==> config.mk <==
export PLATFORM = sky130hd
export DESIGN_NAME = mdio_master
export DESIGN_NICKNAME = d
export VERILOG_FILES = /design/src/rtl/mdio_master.sv
export SDC_FILE = /design/constraint.sdc
export NUM_CORES = 1
export LEC_CHECK = 0
export CAP_MARGIN = 20
export CORE_MARGIN = 2
export CORE_UTILIZATION = 40
export DETAILED_ROUTE_END_ITERATION = 10
export MAX_ROUTING_LAYER = met4
export PLACE_DENSITY = 0.67
export SYNTH_ARGS = -nofsm -noshare
export SYNTH_HDL_FRONTEND = slang
export SYNTH_SLANG_ARGS = --single-unit
==> constraint.sdc <==
create_clock -name clk -period 10 [get_ports clk]
set_clock_uncertainty 0.2 [all_clocks]
set_input_delay 1.5 -clock clk [delete_from_list [all_inputs] [get_ports clk]]
set_output_delay 1.5 -clock clk [all_outputs]
set_load 0.01 [all_outputs]
==> src/rtl/mdio_master.sv <==
// Clause 22 MDIO management master: one 64-bit frame per command, MDC derived
// from clk by an 8-bit half-period divider.
module mdio_master #(
  parameter int unsigned MDC_HALF = 10
) (
  input  logic        clk,
  input  logic        rst,
  input  logic        cmd_valid,
  output logic        cmd_ready,
  input  logic        cmd_write,
  input  logic [4:0]  cmd_phyad,
  input  logic [4:0]  cmd_regad,
  input  logic [15:0] cmd_wdata,
  output logic        rsp_valid,
  output logic [15:0] rsp_rdata,
  output logic        rsp_err,
  output logic        mdc,
  output logic        mdio_o,
  output logic        mdio_oe,
  input  logic        mdio_i
);

  typedef enum logic {IDLE, RUN} state_t;

  localparam logic [7:0] DIV_LAST = 8'(MDC_HALF - 1);

  state_t      state;
  logic [7:0]  div_cnt;
  logic [5:0]  bit_idx;
  logic [5:0]  next_idx;
  logic [63:0] shreg;
  logic        is_rd;
  logic [15:0] rd_acc;
  logic        err_acc;
  logic        half_done;

  assign cmd_ready = (state == IDLE);
  assign next_idx  = bit_idx + 6'd1;
  assign half_done = (div_cnt == DIV_LAST);

  always_ff @(posedge clk or posedge rst) begin
    if (rst) begin
      state     <= IDLE;
      div_cnt   <= 8'd0;
      bit_idx   <= 6'd0;
      shreg     <= 64'd0;
      is_rd     <= 1'b0;
      rd_acc    <= 16'd0;
      err_acc   <= 1'b0;
      mdc       <= 1'b0;
      mdio_o    <= 1'b1;
      mdio_oe   <= 1'b0;
      rsp_valid <= 1'b0;
      rsp_rdata <= 16'd0;
      rsp_err   <= 1'b0;
    end else begin
      rsp_valid <= 1'b0;
      case (state)
        IDLE: begin
          if (cmd_valid) begin
            state   <= RUN;
            div_cnt <= 8'd0;
            bit_idx <= 6'd0;
            mdc     <= 1'b0;
            mdio_o  <= 1'b1;
            mdio_oe <= 1'b1;
            is_rd   <= ~cmd_write;
            rd_acc  <= 16'd0;
            err_acc <= 1'b0;
            // Read frames carry 1s in TA/DATA so mdio_o idles high while released
            shreg   <= {32'hFFFF_FFFF, 2'b01, (cmd_write ? 2'b01 : 2'b10),
                        cmd_phyad, cmd_regad,
                        (cmd_write ? {2'b10, cmd_wdata} : 18'h3FFFF)};
          end
        end
        RUN: begin
          div_cnt <= half_done ? 8'd0 : div_cnt + 8'd1;
          if (half_done && !mdc) begin
            mdc <= 1'b1;
            if (is_rd && bit_idx == 6'd47) err_acc <= mdio_i;
            if (is_rd && bit_idx >= 6'd48) rd_acc <= {rd_acc[14:0], mdio_i};
          end else if (half_done && mdc) begin
            mdc <= 1'b0;
            if (bit_idx == 6'd63) begin
              state     <= IDLE;
              mdio_oe   <= 1'b0;
              mdio_o    <= 1'b1;
              rsp_valid <= 1'b1;
              rsp_rdata <= is_rd ? rd_acc : 16'd0;
              rsp_err   <= is_rd & err_acc;
            end else begin
              bit_idx <= next_idx;
              shreg   <= shreg << 1;
              mdio_o  <= shreg[62];
              mdio_oe <= ~(is_rd && next_idx >= 6'd46);
            end
          end
        end
        default: state <= IDLE;
      endcase
    end
  end

endmodule
# After elaboration in Yosys (flattened, before gate mapping)
# Index checks and enable logic that the tools add are counted.
# op_classes
add_sub_neg	2
order_cmp	2
n_eq_ne	11
mux	45
bitwise	5
reduce_logical	13
# ops
operator	n
$mux 63	4
$pmux 63 s2	1
$mux 16	4
$pmux 16 s2	1
$mux 6	4
$mux 1	20
$mux 17	1
$mux 8	2
$pmux 8 s2	1
$eq 6x6->1 const B	2
$ge 6x6->1 const B	2
$pmux 6 s2	1
$pmux 1 s2	5
$reduce_and 3->1	3
$add 8x1->8 const B	1
$eq 8x4->1 const B	1
$ne 2x1->1 const B	4
$reduce_and 4->1	2
$add 6x1->6 const B	1
$ne 2x2->1 const B	3
$logic_and 1x1->1	5
$not 1->1	4
$reduce_and 2->1	2
$ne 3x1->1 const B	1
3 further kinds	3
# totals
ff_bits	117
in_bits	31
output_inout_bits	22

# Depth between registers and ports, before layout
# logic_depth
depth_word	8
mapped_depth	10
depth_no_buf	7

# Worst setup path before layout
# OpenSTA, ideal clock, no wires.
# synth_timing
kind	reg2out
from	reg state
to	out cmd_ready
arrival_time_ps	1181
required_ps	8300
setup_slack_ps	7119
stages_incl_launch_ff	5
n_path_buf	3
cell_sequence	dfrtp_1 > clkbuf_1 > inv_1 > clkbuf_1 > clkbuf_1
# synth_via
elab_chain_cells	1
# synth_rtl
item	line	rtl
start, declared	27	state_t state;
start signal, assigned	43	state <= IDLE;
start signal, assigned	61	state <= RUN;
start signal, assigned	85	state <= IDLE;
$not 1->1 (no line)	n/a	
end, declared	9	output logic cmd_ready,
# No other way between the ends.

# Final worst setup path
# Ends and elaborated chain as after synthesis.

==> reports/summary.log <==
INFO  floorplanning  floorplan.die.height=117.9µm
INFO  global_route   antenna_found_initial=0
INFO  pwr            power_leakage=2.749nW
INFO  cells_and_area mostFrequentLayoutCell=sky130_fd_sc_hd__nand2_1
INFO  synthesis      synth_enable_flop_cells=0
INFO  cells_and_area share_of_final_layout_standard_cells_stronger_than_drive_strength_1=7.513%
INFO  sta            summed_negative_setup_slack_over_all_endpoints=0ns
INFO  sta            period_minus_slack=4.277ns
INFO  synthesis      ys.flop_type=sky130_fd_sc_hd__dfrtp_1
INFO  floorplanning  initial_utilization=41.12%
INFO  placement      dpl-instance-area=5797µm²
INFO  pwr            p_sw=0.5397mW
INFO  sta            hold-worst-slack=0.2586ns
INFO  pwr            clockPowerShare=36.5%
INFO  worst_setup_path crit_path_start_kind=register
INFO  synthesis      netlist_top_cells_area=sky130_fd_sc_hd__dfrtp_1, sky130_fd_sc_hd__nand2_1, sky130_fd_sc_hd__o21ai_0
INFO  sta            max_clock_freq=233.8MHz
INFO  sta            worst-slew-pin-transition=0.9431ns
INFO  placement      port_buffer_count=52
INFO  sta            relSlewSlack=37.13%
INFO  cells_and_area mostFrequentLayoutCells=sky130_fd_sc_hd__nand2_1, sky130_fd_sc_hd__dfrtp_1, sky130_fd_sc_hd__o21ai_0, sky130_fd_sc_hd__clkdlybuf4s50_1, sky130_fd_sc_hd__nand3_1
INFO  synthesis      synth_area=5189µm²
INFO  worst_setup_path worstSetupEndpointType=primary output
INFO  floorplanning  boundaryPins=53
INFO  cts            cts-resized-gates=0
INFO  cts            cts.reportedPaths.clkPinSlew=0.06ns
INFO  sta            finalSetupViolCount=0
INFO  cells_and_area antenna-diode-count=0
INFO  floorplanning  std_cell_rows=41
INFO  hold_path      min-delay-path-class=reg -> reg
INFO  cts            cts.sinks=117
INFO  placement      place.gp.congestion=0.7765
INFO  drt            routed-via-count=4103
INFO  placement      placement.setup.worst_slack=6.125ns
INFO  status         outcome=complete, no violations
INFO  cells_and_area final.fill_count=1174
INFO  synthesis      synthArstFlopShare=100.0%
INFO  cells_and_area post_layout_util=51.10%
INFO  global_route   first_global_vias=4014
INFO  floorplanning  fp.coreArea=12620µm²
INFO  drt            wire_per_inst=14.12µm
INFO  worst_setup_path crit_required=8.30ns
INFO  pwr            p_total=1.761mW
INFO  global_route   overflow=0
INFO  cells_and_area finalNonFillerCells=771
INFO  drt            drt_first_iter_violations=367
INFO  global_route   grt_pass1_wl=18960µm
INFO  placement      placedCellCount=738
INFO  synthesis      yosys.area.top_type_share=55.94%
INFO  synthesis      postSynthRegisterBits=117
INFO  synthesis      post_synth_inst_count=554
INFO  cells_and_area nets=621
INFO  cts            clk_latency=0.40ns
INFO  pwr            intPower=1.222mW
INFO  pwr            netSwitchingFraction=30.64%
INFO  drt            drtPass1Iterations=5
INFO  drt            drcViolationCount=0
INFO  drt            detail_route.wirelength=10890µm
INFO  cells_and_area syn2layout_area_growth=24.28%
INFO  flow_run       max_cap_viol_count=0
INFO  sta            timing.final.max_slew_violations=0
INFO  cts            clockRootBuffer=sky130_fd_sc_hd__clkbuf_16
INFO  floorplanning  die_area=13900µm²
INFO  cts            clock_tree_from_tritoncts=built
INFO  synthesis      synth.net_count=589
INFO  sta            setup_ws=5.723ns
INFO  global_route   maximum_number_of_pins_on_one_net_before_global_route_repair=71
INFO  pwr            seq_pwr_share=43.9%
INFO  floorplanning  chip_width=117.9µm
INFO  drt            post_drt_via_cell_ratio=5.322
INFO  global_route   globalRouteTotalUtil=16.86%
INFO  cts            clock_path_buffers=2
INFO  pwr            comb_power_share=19.5%
INFO  pwr            pwr_density_cell=273.1nW/µm²
INFO  worst_setup_path arrival=2.58ns
INFO  synthesis      portion_of_the_post_synthesis_area_used_by_sequential_elements=56.45%
INFO  drt            antenna_viol_nets_final=0
INFO  cts            ctsHoldBuffers=0
INFO  pwr            power.ir.vdd_worst=0.1228mV
INFO  synthesis      post_synth_cell_types=43
INFO  synthesis      yosys_warning_count=0
INFO  sta            post-route-period-util=42.77%
INFO  worst_setup_path worst-setup-path-type=reg -> out
INFO  cts            numCtsBuffers=17
INFO  sta            rsz0062_at_grt=no
INFO  sta            finalHoldViolCount=0
INFO  cts            h-tree-depth=4
INFO  placement      place.detailed.hpwl=6738µm
INFO  worst_setup_path crit_path_max_fanout=26
INFO  synthesis      syn_area_per_cell=9.366µm²
INFO  cells_and_area final_design_area_no_fill=6449µm²
INFO  synthesis      netlist.top_cell.by_area=sky130_fd_sc_hd__dfrtp_1
INFO  cts            cts_post_setup_buffers_inserted=0
## worst max-delay path: stages (launching register included)
cell and delay (ns):
sky130_fd_sc_hd__dfrtp_1 0.96, sky130_fd_sc_hd__inv_1 0.58, sky130_fd_sc_hd__clkdlybuf4s50_1 0.62
## cell families (layout without fill, tap and decap cells)
family | count (synthesis) | count (layout) | share of synthesized area, %
AND/OR/NAND/NOR | 198 | 198 | 16.86
XOR/XNOR | 6 | 6 | 1.013
flip-flops | 117 | 117 | 56.45
buffers and inverters | 56 | 101 | 4.268
AO/OA/AOI/OAI | 162 | 162 | 18.33
adder cells (fa/ha/maj) | 4 | 4 | 0.9646
multiplexers | 11 | 11 | 2.122
## power by group through the flow
stage / Sequential (mW) / Combinational [mW] / Clock, mW
floorplan: 0.739 / 0.273 / 0
global placement: 0.770 / 0.328 / 0
detailed placement: 0.776 / 0.347 / 0
CTS: 0.772 / 0.349 / 0.652
global route: 0.798 / 0.402 / 0.678
finish: 0.774 / 0.344 / 0.644
## registers in the layout, summed over array words and instances (netlist names)
register,flops
is_rd,1
rd_acc,16
state,1
rsp_rdata,16
err_acc,1
rsp_valid,1
shreg,63
div_cnt,8
bit_idx,6
mdc,1
rsp_err,1
mdio_oe,1
mdio_o,1
## synthesized netlist by cell type, drive strengths merged (2+ instances only)
cell type  number
nor4            3
buf             8
xnor2           5
clkbuf         38
o22ai          17
o31ai          18
nand2         129
inv            10
dfrtp         116
a21oi           5
nand3          36
or3             2
nor3b           5
nor2            7
a21o            4
o2bb2ai         2
and2            2
o21ai         106
a211o           2
and3            6
ha              4
mux2i          11
o32ai           2
## area by class of cell
| class | count | area [µm²] | area share, % |
|---|---|---|---|
| tap | 172 | 215.2 | 3.337 |
| timing repair buffer | 59 | 585.6 | 9.080 |
| clock inverter | 15 | 206.4 | 3.201 |
| inverter | 10 | 40.04 | 0.6209 |
| clock buffer | 17 | 425.4 | 6.597 |
| sequential | 117 | 2929 | 45.42 |
| multi-input combinational | 381 | 2047 | 31.74 |
## routing by layer
layer / share of wire, % / track usage (%)
met2: 47 / 26.42
met3: 3.9 / 3.779
met1: 48 / 22.10
met4: 0.68 / 4.895
met5: 0 / -
## worst paths after layout
check,from,end,slack [ns],depth (start not counted)
setup reg to reg,div_cnt[1],bit_idx[5],6.88,8
max in group asynchronous,rst,shreg[15],6.98,3
setup / recovery,state,cmd_ready,5.72,2
hold reg to reg,shreg[37],shreg[38],0.26,2
hold / removal,shreg[37],shreg[38],0.26,2
min in group asynchronous,rst,shreg[53],1.35,2
Power figures use the tool's default switching activity.
